File: config.mk
export PLATFORM = sky130hd
export DESIGN_NAME = surf_wb_intercon_flat
export DESIGN_NICKNAME = d
export VERILOG_FILES = /design/src/rtl/surf_wb_intercon_if.sv /design/src/rtl/surf_wb_intercon.sv /design/src/flat_wrapper.sv
export SDC_FILE = /design/constraint.sdc
export NUM_CORES = 1
export LEC_CHECK = 0
export ABC_AREA = 1
export CAP_MARGIN = 10
export CORE_AREA = 5 5 145 147
export DETAILED_ROUTE_END_ITERATION = 8
export DIE_AREA = 0 0 150 152
export MAX_ROUTING_LAYER = met4
export PLACE_DENSITY = 0.6
export SYNTH_ARGS = -nofsm -noshare
export SYNTH_HDL_FRONTEND = slang
export SYNTH_SLANG_ARGS = --single-unit
File: constraint.sdc
create_clock -name wb_clk_i -period 2.2 [get_ports wb_clk_i]
set_input_delay 0.44 -clock wb_clk_i [delete_from_list [all_inputs] [get_ports wb_clk_i]]
set_output_delay 0.44 -clock wb_clk_i [all_outputs]
set_load 0.01 [all_outputs]
File: src/rtl/surf_wb_intercon_if.sv
// WISHBONE classic bus bundle shared by the commanding masters and the register slaves.
// The master modport is the bus initiator's view; the slave modport is the target's view.
interface surf_wb_intercon_if;
    logic        cyc;
    logic        stb;
    logic        we;
    logic [21:0] adr;
    logic [3:0]  sel;
    logic [31:0] wdat;
    logic [31:0] rdat;
    logic        ack;

    modport master (
        output cyc, stb, we, adr, sel, wdat,
        input  rdat, ack
    );

    modport slave (
        input  cyc, stb, we, adr, sel, wdat,
        output rdat, ack
    );
endinterface

File: src/rtl/surf_wb_intercon.sv
// Two-master (bm serial, tc TURF) to two-slave WISHBONE classic interconnect, split on adr[21].
// Optional stalled-slave timeout is compiled in with the WB_TIMEOUT_EN macro.
module surf_wb_intercon #(
    parameter int unsigned TIMEOUT_CYCLES = 32'd255,
    parameter logic [31:0] TIMEOUT_DATA   = 32'hDEADDEAD
) (
    input  logic               wb_clk_i,
    input  logic               wb_rst_i,
    surf_wb_intercon_if.slave  bm,
    surf_wb_intercon_if.slave  tc,
    surf_wb_intercon_if.master s0,
    surf_wb_intercon_if.master s1
);

    typedef enum logic [1:0] {
        IDLE   = 2'd0,
        GNT_BM = 2'd1,
        GNT_TC = 2'd2
    } arb_state_t;

    arb_state_t  state_r;
    logic        last_tc_r;

    logic        gnt_bm_s;
    logic        gnt_tc_s;
    logic        path_s;
    logic        m_cyc_s;
    logic        m_stb_s;
    logic        m_we_s;
    logic [21:0] m_adr_s;
    logic [3:0]  m_sel_s;
    logic [31:0] m_wdat_s;
    logic        to_s1_s;
    logic        stb_mask_s;
    logic        to_hit_s;
    logic        slv_ack_s;
    logic        m_ack_s;
    logic [31:0] rd_dat_s;

    // Round-robin arbiter: last_tc_r remembers who held the previous grant (tc after reset so bm wins the first tie).
    always_ff @(posedge wb_clk_i) begin
        if (wb_rst_i) begin
            state_r   <= IDLE;
            last_tc_r <= 1'b1;
        end else begin
            case (state_r)
                IDLE: begin
                    if (bm.cyc && tc.cyc) begin
                        if (last_tc_r) begin
                            state_r   <= GNT_BM;
                            last_tc_r <= 1'b0;
                        end else begin
                            state_r   <= GNT_TC;
                            last_tc_r <= 1'b1;
                        end
                    end else if (bm.cyc) begin
                        state_r   <= GNT_BM;
                        last_tc_r <= 1'b0;
                    end else if (tc.cyc) begin
                        state_r   <= GNT_TC;
                        last_tc_r <= 1'b1;
                    end else begin
                        state_r   <= IDLE;
                    end
                end
                GNT_BM: begin
                    if (!bm.cyc) begin
                        state_r <= IDLE;
                    end else begin
                        state_r <= GNT_BM;
                    end
                end
                GNT_TC: begin
                    if (!tc.cyc) begin
                        state_r <= IDLE;
                    end else begin
                        state_r <= GNT_TC;
                    end
                end
                default: begin
                    state_r <= IDLE;
                end
            endcase
        end
    end

    assign gnt_bm_s = (state_r == GNT_BM);
    assign gnt_tc_s = (state_r == GNT_TC);

    // Granted-master mux; while idle the shared slave bus simply follows bm.
    always_comb begin
        m_cyc_s  = bm.cyc;
        m_stb_s  = bm.stb;
        m_we_s   = bm.we;
        m_adr_s  = bm.adr;
        m_sel_s  = bm.sel;
        m_wdat_s = bm.wdat;
        if (gnt_tc_s) begin
            m_cyc_s  = tc.cyc;
            m_stb_s  = tc.stb;
            m_we_s   = tc.we;
            m_adr_s  = tc.adr;
            m_sel_s  = tc.sel;
            m_wdat_s = tc.wdat;
        end else begin
            m_cyc_s  = bm.cyc;
            m_stb_s  = bm.stb;
            m_we_s   = bm.we;
            m_adr_s  = bm.adr;
            m_sel_s  = bm.sel;
            m_wdat_s = bm.wdat;
        end
    end

    assign path_s  = (gnt_bm_s || gnt_tc_s) && m_cyc_s;
    assign to_s1_s = m_adr_s[21];

`ifdef WB_TIMEOUT_EN
    logic [15:0] to_cnt_r;
    logic        to_mask_r;

    assign to_hit_s   = path_s && m_stb_s && !to_mask_r && (to_cnt_r == TIMEOUT_CYCLES[15:0]);
    // The slave is kept off the bus from the forced completion until the master releases stb.
    assign stb_mask_s = to_mask_r || to_hit_s;

    // Wait counter for the live strobe; frozen at zero while the masked strobe is still held.
    always_ff @(posedge wb_clk_i) begin
        if (wb_rst_i) begin
            to_cnt_r  <= 16'd0;
            to_mask_r <= 1'b0;
        end else if (path_s && m_stb_s && !to_mask_r) begin
            if (m_ack_s) begin
                to_cnt_r  <= 16'd0;
                to_mask_r <= to_hit_s;
            end else begin
                to_cnt_r  <= to_cnt_r + 16'd1;
                to_mask_r <= 1'b0;
            end
        end else begin
            to_cnt_r  <= 16'd0;
            to_mask_r <= to_mask_r && path_s && m_stb_s;
        end
    end
`else
    logic unused_cfg_s;

    assign to_hit_s     = 1'b0;
    assign stb_mask_s   = 1'b0;
    assign unused_cfg_s = ^TIMEOUT_CYCLES;
`endif

    // Shared address/data fan-out; only the addressed slave sees cyc/stb.
    always_comb begin
        s0.we   = m_we_s;
        s0.adr  = m_adr_s;
        s0.sel  = m_sel_s;
        s0.wdat = m_wdat_s;
        s0.cyc  = path_s && !to_s1_s;
        s0.stb  = path_s && !to_s1_s && m_stb_s && !stb_mask_s;
        s1.we   = m_we_s;
        s1.adr  = m_adr_s;
        s1.sel  = m_sel_s;
        s1.wdat = m_wdat_s;
        s1.cyc  = path_s && to_s1_s;
        s1.stb  = path_s && to_s1_s && m_stb_s && !stb_mask_s;
    end

    assign slv_ack_s = to_s1_s ? s1.ack : s0.ack;
    assign m_ack_s   = (path_s && m_stb_s && !stb_mask_s && slv_ack_s) || to_hit_s;
    assign rd_dat_s  = to_hit_s ? TIMEOUT_DATA : (to_s1_s ? s1.rdat : s0.rdat);

    // Zero-latency return path to the granted master only.
    always_comb begin
        bm.ack  = gnt_bm_s && m_ack_s;
        tc.ack  = gnt_tc_s && m_ack_s;
        bm.rdat = gnt_bm_s ? rd_dat_s : 32'd0;
        tc.rdat = gnt_tc_s ? rd_dat_s : 32'd0;
    end

endmodule

File: src/flat_wrapper.sv
// flat-port wrapper written by rule: the top's interface ports become plain ports
module surf_wb_intercon_flat 
#(
    parameter int unsigned TIMEOUT_CYCLES = 32'd255,
    parameter logic [31:0] TIMEOUT_DATA   = 32'hDEADDEAD
)
  (wb_clk_i, wb_rst_i, bm_cyc, bm_stb, bm_we, bm_adr, bm_sel, bm_wdat, bm_rdat, bm_ack, tc_cyc, tc_stb, tc_we, tc_adr, tc_sel, tc_wdat, tc_rdat, tc_ack, s0_cyc, s0_stb, s0_we, s0_adr, s0_sel, s0_wdat, s0_rdat, s0_ack, s1_cyc, s1_stb, s1_we, s1_adr, s1_sel, s1_wdat, s1_rdat, s1_ack);
  surf_wb_intercon_if bm_i ();
  surf_wb_intercon_if tc_i ();
  surf_wb_intercon_if s0_i ();
  surf_wb_intercon_if s1_i ();
  input  logic wb_clk_i;
  input  logic wb_rst_i;
  input wire logic [$bits(bm_i.cyc)-1:0] bm_cyc;
  input wire logic [$bits(bm_i.stb)-1:0] bm_stb;
  input wire logic [$bits(bm_i.we)-1:0] bm_we;
  input wire logic [$bits(bm_i.adr)-1:0] bm_adr;
  input wire logic [$bits(bm_i.sel)-1:0] bm_sel;
  input wire logic [$bits(bm_i.wdat)-1:0] bm_wdat;
  output wire logic [$bits(bm_i.rdat)-1:0] bm_rdat;
  output wire logic [$bits(bm_i.ack)-1:0] bm_ack;
  input wire logic [$bits(tc_i.cyc)-1:0] tc_cyc;
  input wire logic [$bits(tc_i.stb)-1:0] tc_stb;
  input wire logic [$bits(tc_i.we)-1:0] tc_we;
  input wire logic [$bits(tc_i.adr)-1:0] tc_adr;
  input wire logic [$bits(tc_i.sel)-1:0] tc_sel;
  input wire logic [$bits(tc_i.wdat)-1:0] tc_wdat;
  output wire logic [$bits(tc_i.rdat)-1:0] tc_rdat;
  output wire logic [$bits(tc_i.ack)-1:0] tc_ack;
  output wire logic [$bits(s0_i.cyc)-1:0] s0_cyc;
  output wire logic [$bits(s0_i.stb)-1:0] s0_stb;
  output wire logic [$bits(s0_i.we)-1:0] s0_we;
  output wire logic [$bits(s0_i.adr)-1:0] s0_adr;
  output wire logic [$bits(s0_i.sel)-1:0] s0_sel;
  output wire logic [$bits(s0_i.wdat)-1:0] s0_wdat;
  input wire logic [$bits(s0_i.rdat)-1:0] s0_rdat;
  input wire logic [$bits(s0_i.ack)-1:0] s0_ack;
  output wire logic [$bits(s1_i.cyc)-1:0] s1_cyc;
  output wire logic [$bits(s1_i.stb)-1:0] s1_stb;
  output wire logic [$bits(s1_i.we)-1:0] s1_we;
  output wire logic [$bits(s1_i.adr)-1:0] s1_adr;
  output wire logic [$bits(s1_i.sel)-1:0] s1_sel;
  output wire logic [$bits(s1_i.wdat)-1:0] s1_wdat;
  input wire logic [$bits(s1_i.rdat)-1:0] s1_rdat;
  input wire logic [$bits(s1_i.ack)-1:0] s1_ack;
  assign bm_i.cyc = bm_cyc;
  assign bm_i.stb = bm_stb;
  assign bm_i.we = bm_we;
  assign bm_i.adr = bm_adr;
  assign bm_i.sel = bm_sel;
  assign bm_i.wdat = bm_wdat;
  assign bm_rdat = bm_i.rdat;
  assign bm_ack = bm_i.ack;
  assign tc_i.cyc = tc_cyc;
  assign tc_i.stb = tc_stb;
  assign tc_i.we = tc_we;
  assign tc_i.adr = tc_adr;
  assign tc_i.sel = tc_sel;
  assign tc_i.wdat = tc_wdat;
  assign tc_rdat = tc_i.rdat;
  assign tc_ack = tc_i.ack;
  assign s0_cyc = s0_i.cyc;
  assign s0_stb = s0_i.stb;
  assign s0_we = s0_i.we;
  assign s0_adr = s0_i.adr;
  assign s0_sel = s0_i.sel;
  assign s0_wdat = s0_i.wdat;
  assign s0_i.rdat = s0_rdat;
  assign s0_i.ack = s0_ack;
  assign s1_cyc = s1_i.cyc;
  assign s1_stb = s1_i.stb;
  assign s1_we = s1_i.we;
  assign s1_adr = s1_i.adr;
  assign s1_sel = s1_i.sel;
  assign s1_wdat = s1_i.wdat;
  assign s1_i.rdat = s1_rdat;
  assign s1_i.ack = s1_ack;
  surf_wb_intercon #(.TIMEOUT_CYCLES(TIMEOUT_CYCLES), .TIMEOUT_DATA(TIMEOUT_DATA)) u_core (.wb_clk_i(wb_clk_i), .wb_rst_i(wb_rst_i), .bm(bm_i), .tc(tc_i), .s0(s0_i), .s1(s1_i));
endmodule
; ---- Yosys cells after proc, flatten, opt, wreduce, memory -nomap -nowiden
; Cells that the tools add are included.
[classes]
n_bitwise = 0
div_mod_pow = 0
mux = 20
addsub = 0
eq_ne = 2
n_reduce_logical = 15
n_mul = 0
shifts = 0
order_cmp = 0
[ops]
columns = cell, n
row1 = $mux 32, 4
row2 = $mux 22, 1
row3 = $logic_and 1x1->1, 10
row4 = $mux 1, 9
row5 = $mux 2, 4
row6 = $pmux 2 s3, 1
row7 = $mux 4, 1
row8 = $reduce_bool 3->1, 1
row9 = $eq 2x1->1 const B, 1
row10 = $eq 2x2->1 const B, 1
row11 = $logic_not 2->1, 1
row12 = $reduce_and 2->1, 1
row13 = $logic_not 1->1, 1
row14 = $logic_or 1x1->1, 1
[totals]
wordCells = 39
out_inout_bits = 188
ff_bits = 3
ram_bits = 0
in_bits = 190
mem_bits_ro = 0
n_memories = 0
latchBits = 0

; ---- Logic depth before layout (Yosys ltp)
; Gate-level depths: netlist of run 1.
[depth]
word_depth = 6
mapped_depth = 11
depth_no_buf = 9

; ---- Worst setup path before layout of run 1
; Ideal clock, no wire load.
[synth_timing]
kind = register to output
start = register u_core.state_r[0]
end = output s1_wdat[24]
slack_ps = 341
path_stages_with_launch = 10
arrival_time_ps = 1419
path_buffers = 4
path_cell_list = dfxtp_1 > inv_1 > ha_1 > buf_6 > inv_2 > buf_2 > buf_2 > nand2_1 > nand2_1 > buf_4
[synth_between]
elab_chain_cells = 2
[synth_lines]
columns = element, line_no
row1 = from (decl), surf_wb_intercon.sv:21  ; arb_state_t state_r;
row2 = from (signal assigned), surf_wb_intercon.sv:43  ; state_r <= IDLE;
row3 = from (signal assigned), surf_wb_intercon.sv:50  ; state_r <= GNT_BM;
row4 = from (signal assigned), surf_wb_intercon.sv:53  ; state_r <= GNT_TC;
row5 = $eq 2x2->1, surf_wb_intercon.sv:88  ; assign gnt_tc_s = (state_r == GNT_TC);
row6 = $mux 32, surf_wb_intercon.sv:98  ; if (gnt_tc_s) begin
row7 = to (decl), flat_wrapper.sv:43  ; output wire logic [$bits(s1_i.wdat)-1:0] s1_wdat;
; Every way passes these cells.

; ---- Worst setup path after layout of run 1
[layout_timing]
start = register u_core.state_r[0]
end = output bm_rdat[6]
[layout_between]
elab_chain_cells = 4
word_cells_on_any_way = 5
[layout_lines]
columns = element, line_no
row1 = $eq 2x2->1, surf_wb_intercon.sv:88
row2 = $mux 22, surf_wb_intercon.sv:98
row3 = $mux 32, surf_wb_intercon.sv:170  ; assign rd_dat_s = to_hit_s ? TIMEOUT_DATA : (to_s1_s ? s1.rdat : s0.rdat);
row4 = $mux 32 (*), surf_wb_intercon.sv:176  ; bm.rdat = gnt_bm_s ? rd_dat_s : 32'd0;
row5 = to (decl), flat_wrapper.sv:20  ; output wire logic [$bits(bm_i.rdat)-1:0] bm_rdat;
; Every way passes the cells marked *; elsewhere a longest branch is shown, timed or not.

==> impl_metrics.csv, run 1 <==
group,metric,value,unit
timing,timing.final.crit_share,101,%
cts,cts_root_buf,"clkbuf_16",
place,hpwl,12.8,mm
yosys,synth_area_per_cell,4.70,um2
yosys,syn_area,2200,um2
worst_hold_path,hp-class,"flop to flop",
finish,final_util,31.0,%
setup_path,required,1.76,ns
drt,dr_total_vias,4001,
place,io_buffers,377,
power_and_ir_drop,power_leakage,3.19,nW
drt,post_drt_wl_per_cell,14.8,um
drt,dr.pass1.iters,4,
yosys,synth_edf_count,0,
timing,timing_hold_violations_final,0,
timing,slew_viol_final,0,
yosys,synth_area_leaders,"nand2_1 (37%), buf_4 (20%), nor2_1 (12%), inv_1 (6.6%), o21ai_0 (6.6%)",
timing,fin_skew,0.00216,ns
yosys,yosys.area.top_type_share,37.3,%
global_route,grt_usage,13.0,%
timing,setup_violations,6,
finish,fillers,2231,
yosys,synthCells,469,
yosys,synth_ff_type,"dfxtp_1",
drt,drtIter0Drc,91,
setup_path,end_kind,"output port",
global_route,grt_pass1_wl,22.9,mm
setup_path,crit_family,"buffers and inverters",
cts,path_clk_slew,0.03,ns
die,row_count,52,
drt,viasPerCell,3.71,
yosys,syn_nets,664,
drt,wl,16.0,mm
setup_path,critPathKind,"flop to output port",
timing,setup_ws,-0.0252,ns
finish,multi_input_area,1770,um2
place,gp_congestion,0.832,
yosys,ys_ff_latch,3,
cts,clock_sinks,3,
global_route,grt_start_max_net_pins,48,
cts,clock_latency,0.22,ns
setup_path,crit_top_cell,"buf_12",
cts,cts_buffers,3,
timing,rsz0062_at_grt,"true",
power_and_ir_drop,ir_drop,0.243,mV
drt,ant_nets,0,
setup_path,cp-start-kind,"flop",
cts,cts_tree,"built",
global_route,overflow,0,
cts,clock_path_buffers,2,
yosys,ys_warn_count,0,
global_route,antenna_found_initial,2,
die,die_x,150,um
setup_path,cp_slowest_cell,"dfxtp_2",
setup_path,worst-path-buf-inv,6,
setup_path,crit_fanout,7,
run,cap_viol_max_count,0,
timing,worst_pin_slew,0.204,ns
timing,slew_headroom,86.4,%
run_status,violations,"negative setup slack",
drt,drc,0,
power_and_ir_drop,powerDensity,327,nW/um2
yosys,synth_common_cells,"nand2_1 (219), nor2_1 (72), buf_4 (59)",
yosys,post-synth-top-count-cell,"nand2_1",
global_route,grt_pass1_vias,4149,
setup_path,crit_path_max_incr_delay,0.32,ns
finish,seqCellArea,62.6,um2
setup_path,crit_chain,"inv_2 > ha_4 > buf_12 > nand2_8 > buf_12 > nand2_8 > buf_12 > buf_6 > nand2_2 > o21ai_2 > nor2_1 > buf_2",
yosys,yosysTopAreaCell,"nand2_1",
finish,area_growth,178,%
cts,h-tree-depth,1,
die,core_area,19800,um2
die,boundaryPins,378,
yosys,yosysSeqAreaShare,2.72,%
finish,drive_above_1_share,29.2,%
die,die_h,152,um
run_status,status,"finished with violations",
die,start_util,11.1,%
die,die-area,22800,um2
yosys,async_flop_share,0,%
timing,post-route-min-period,2.23,ns
finish,layout.nets,1002,
yosys,yosysUniqueCellTypes,20,
setup_path,cp.arrival,1.79,ns
timing,timing.fmax,449,MHz
timing,tns,-0.0640,ns
[metal layers]
| layer | global-route usage, % | share of wire [%] | up-vias |
|---|---|---|---|
| met5 | - | 0 | - |
| met4 | 2.18 | 0.86 | 0 |
| met3 | 2.20 | 8.1 | 11 |
| met2 | 24.6 | 51 | 241 |
| met1 | 14.4 | 40 | 1739 |
| li1 | - | - | 2010 |
[path summary, 6_finish.rpt]
kind | startpoint | to | slack [ns] | depth (start not counted)
setup / recovery | u_core.state_r[0]$_SDFF_PP0_ | bm_rdat[6] | -0.03 | 12
hold / removal | u_core.last_tc_r$_SDFFE_PP1P_ | u_core.last_tc_r$_SDFFE_PP1P_ | 0.51 | 2
setup reg to reg | u_core.state_r[1]$_SDFF_PP0_ | u_core.state_r[0]$_SDFF_PP0_ | 1.03 | 6
hold reg to reg | u_core.last_tc_r$_SDFFE_PP1P_ | u_core.last_tc_r$_SDFFE_PP1P_ | 0.51 | 2
[state kept, by name (all words and copies together) (netlist names)]
signal,flops
u_core.state_r,2
u_core.last_tc_r,1
[cell families (layout without fill, tap and decap cells)]
logic type                 Yosys count  in the layout  share of synthesized area, %
and+or+nand+nor                    296            297                          51.2
buffers and inverters              128            464                          33.7
AOI/OAI and AO/OA                   37             37                          9.53
adders and majority gates            5              5                          2.84
DFF                                  3              3                          2.72
other                                0              1                             0
[timing repair]
item	CTS	global route
pin swaps	7	17
hold buffers	0	0
setup buffers	4	8
gates resized for setup	447	213
endpoints found under the setup margin	188	123
cloned	5	1
[final cells by class]
cell class / instances / share of cell area [%]
antenna: 1 / 0.0409
sequential: 3 / 1.02
tap: 270 / 5.52
clock buffer: 4 / 1.29
multi-input combinational: 339 / 28.9
timing repair buffer: 418 / 60.5
inverter: 42 / 2.78
[per-stage QoR]
step	hold slack (ns)	setup slack (ns)	cells	power [mW]	cell area, um2
floorplan	0.457	0.341	469	0.758	2200
global placement	0.481	-0.456	1056	1.70	5960
detailed placement	0.507	-0.453	1056	1.70	5960
CTS	0.516	-0.139	1069	1.96	6100
global route	0.561	-0.129	1077	2.15	6120
finish	0.509	-0.0252	1077	2.00	6120
[tightest hold or removal path, cell delays in order, from the launching register on]
cell and delay [ns]:
dfxtp_1 0.34, nand2_1 0.06, nand3b_1 0.08
[where the power goes]
group / switching [mW] / internal (mW) / total (mW) / leakage (nW)
registers: 0.00411 / 0.0609 / 0.0651 / 0.0256
logic: 0.788 / 0.863 / 1.65 / 3.12
clock network: 0.0500 / 0.239 / 0.289 / 0.0382
[cell usage in the layout (no fill, tap or decap), types with 5 or more instances in the layout]
| master | Yosys | final |
|---|---|---|
| nand2_1 | 219 | 199 |
| clkdlybuf4s50_1 | 0 | 191 |
| nor2_1 | 72 | 65 |
| clkbuf_2 | 2 | 62 |
| buf_2 | 13 | 61 |
| dlygate4sd2_1 | 0 | 39 |
| inv_1 | 39 | 38 |
| clkdlybuf4s15_1 | 0 | 20 |
| buf_4 | 59 | 17 |
| o21ai_2 | 6 | 15 |
| o21ai_4 | 0 | 13 |
| nand2_2 | 2 | 12 |
| buf_12 | 0 | 11 |
| nand2_4 | 1 | 8 |
| buf_6 | 3 | 8 |
| nor2_2 | 0 | 6 |
| o21ai_1 | 0 | 5 |
Note: power is estimated with default switching activity, not from simulation.
==> run 2, diff against run 1 <==
GPL_TIMING_DRIVEN = 0   (was default)
SKIP_CTS_REPAIR_TIMING = 1   (was default)
==> impl_metrics.csv, run 2 (synthesis gave the netlist of run 1 again) <==
group,metric,value,unit
run_status,status,"finished with violations",
run_status,violations,"negative setup slack",
drt,drc,0,
drt,dr_total_vias,4246,
global_route,grt_pass1_wl,22.7,mm
timing,setup_ws,-0.102,ns
global_route,grt_start_max_net_pins,12,
timing,worst_pin_slew,0.384,ns
power_and_ir_drop,powerDensity,319,nW/um2
cts,clock_latency,0.22,ns
die,boundaryPins,378,
cts,cts_root_buf,"clkbuf_16",
setup_path,required,1.76,ns
finish,mostFrequentLayoutCells,"clkdlybuf4s50_1 (188), nand2_1 (168), dlymetal6s2s_1 (109)",
setup_path,end_kind,"output port",
finish,layout.nets,1062,
run,cap_viol_max_count,0,
finish,largest_register,"u_core.state_r",
setup_path,crit_path_max_incr_delay,0.32,ns
setup_path,crit_family,"buffers and inverters",
power_and_ir_drop,ir_drop,0.210,mV
drt,drtIter0Drc,113,
finish,area_growth,229,%
cts,cts_tree,"built",
cts,path_clk_slew,0.03,ns
drt,post_drt_wl_per_cell,15.3,um
finish,drive_above_1_share,33.6,%
cts,cts_buffers,3,
drt,viasPerCell,3.73,
die,row_count,52,
die,die_h,152,um
cts,clock_path_buffers,2,
drt,ant_nets,0,
setup_path,crit_chain,"inv_2 > ha_4 > buf_12 > clkinv_8 > nand2_8 > nand2_8 > buf_8 > buf_12 > buf_6 > o21ai_4 > nor2_2 > buf_2",
setup_path,cp-start-kind,"flop",
die,start_util,11.1,%
setup_path,critPathKind,"flop to output port",
place,place_inst,1116,
worst_hold_path,hp-class,"flop to flop",
timing,post-route-min-period,2.30,ns
timing,slew_viol_final,0,
power_and_ir_drop,power_leakage,4.51,nW
place,placed_cell_area,6320,um2
finish,largest_register_ffs,2,
timing,timing.final.crit_share,105,%
global_route,grt_usage,13.0,%
timing,fin_skew,0.000611,ns
timing,timing_hold_violations_final,0,
timing,timing.fmax,434,MHz
finish,post-route-cell-area,7250,um2
drt,dr.pass1.iters,6,
setup_path,worst-path-buf-inv,7,
finish,final_common_cell,"clkdlybuf4s50_1",
place,io_buffers,377,
timing,setup_violations,35,
setup_path,crit_fanout,8,
setup_path,cp.arrival,1.86,ns
global_route,antenna_found_initial,1,
place,hpwl,14.2,mm
place,dp_slack,-0.784,ns
place,gp_congestion,0.872,
global_route,overflow,0,
timing,slew_headroom,74.2,%
finish,top_regs,"u_core.state_r (2), u_core.last_tc_r (1)",
setup_path,cp_slowest_cell,"dfxtp_2",
die,die-area,22800,um2
finish,fin_cells,1137,
power_and_ir_drop,power.total,2.32,mW
timing,rsz0062_at_grt,"true",
cts,h-tree-depth,1,
cts,clock_sinks,3,
global_route,grt_pass1_vias,4048,
drt,wl,17.4,mm
die,die_x,150,um
die,core_area,19800,um2
## run 2: changes by cell type in the layout (fill, tap and decap cells not counted), moves of 6 or more
cell,delta
clkdlybuf4s15_1,-20
nand2_4,+15
buf_6,+7
nand2_1,-31
nand2_2,+17
o21ai_2,+6
dlymetal6s2s_1,+107
dlygate4sd2_1,-39
clkbuf_2,-43
nor2_1,-6
buf_4,+51
## run 2: through the flow
step | util [%] | TNS, ns | hold WS, ns
floorplan | - | 0 | 0.457
global placement | 31.9 | -87.29 | 0.479
detailed placement | 31.9 | -88.69 | 0.488
CTS | 32.3 | -127.65 | 0.497
global route | 36.6 | -6.21 | 0.544
finish | 36.6 | -1.22 | 0.496
## run 2: metal layers
| layer | track usage [%] | vias to the layer above | share of wire, % |
|---|---|---|---|
| li1 | - | 2127 | - |
| met1 | 14.3 | 1855 | 38 |
| met2 | 24.6 | 250 | 52 |
| met3 | 2.62 | 14 | 9.1 |
| met4 | 1.66 | 0 | 0.94 |
| met5 | - | - | 0 |
## run 2: worst paths after layout
path,startpoint,end,slack (ns),cells after the start
worst max register to register,u_core.state_r[1]$_SDFF_PP0_,u_core.state_r[0]$_SDFF_PP0_,1.07,4
worst max-delay path,u_core.state_r[0]$_SDFF_PP0_,bm_rdat[21],-0.10,12
worst min-delay path,u_core.last_tc_r$_SDFFE_PP1P_,u_core.last_tc_r$_SDFFE_PP1P_,0.50,2
worst min register to register,u_core.last_tc_r$_SDFFE_PP1P_,u_core.last_tc_r$_SDFFE_PP1P_,0.50,2
## run 2: where the power goes
part / switching, mW / leakage [nW] / internal, mW
clock network: 0.0501 / 0.0382 / 0.239
registers: 0.00531 / 0.0256 / 0.0610
logic: 0.854 / 4.45 / 1.11
## run 2: tightest hold or removal path, delay by kind of cell (launching register included)
family / cells / cell delay [ns]
flops: 1 / 0.33
simple gates: 2 / 0.13
## run 2: final cells by class
class                           count  area, um2
Sequential cell                     3       62.6
Buffer                             85        756
Fill cell                        2128      12500
Timing Repair Buffer              394       3940
Tap cell                          270        338
Antenna cell                        1       2.50
Inverter                           42        174
Clock buffer                        4       78.8
Multi-Input combinational cell    338       1900
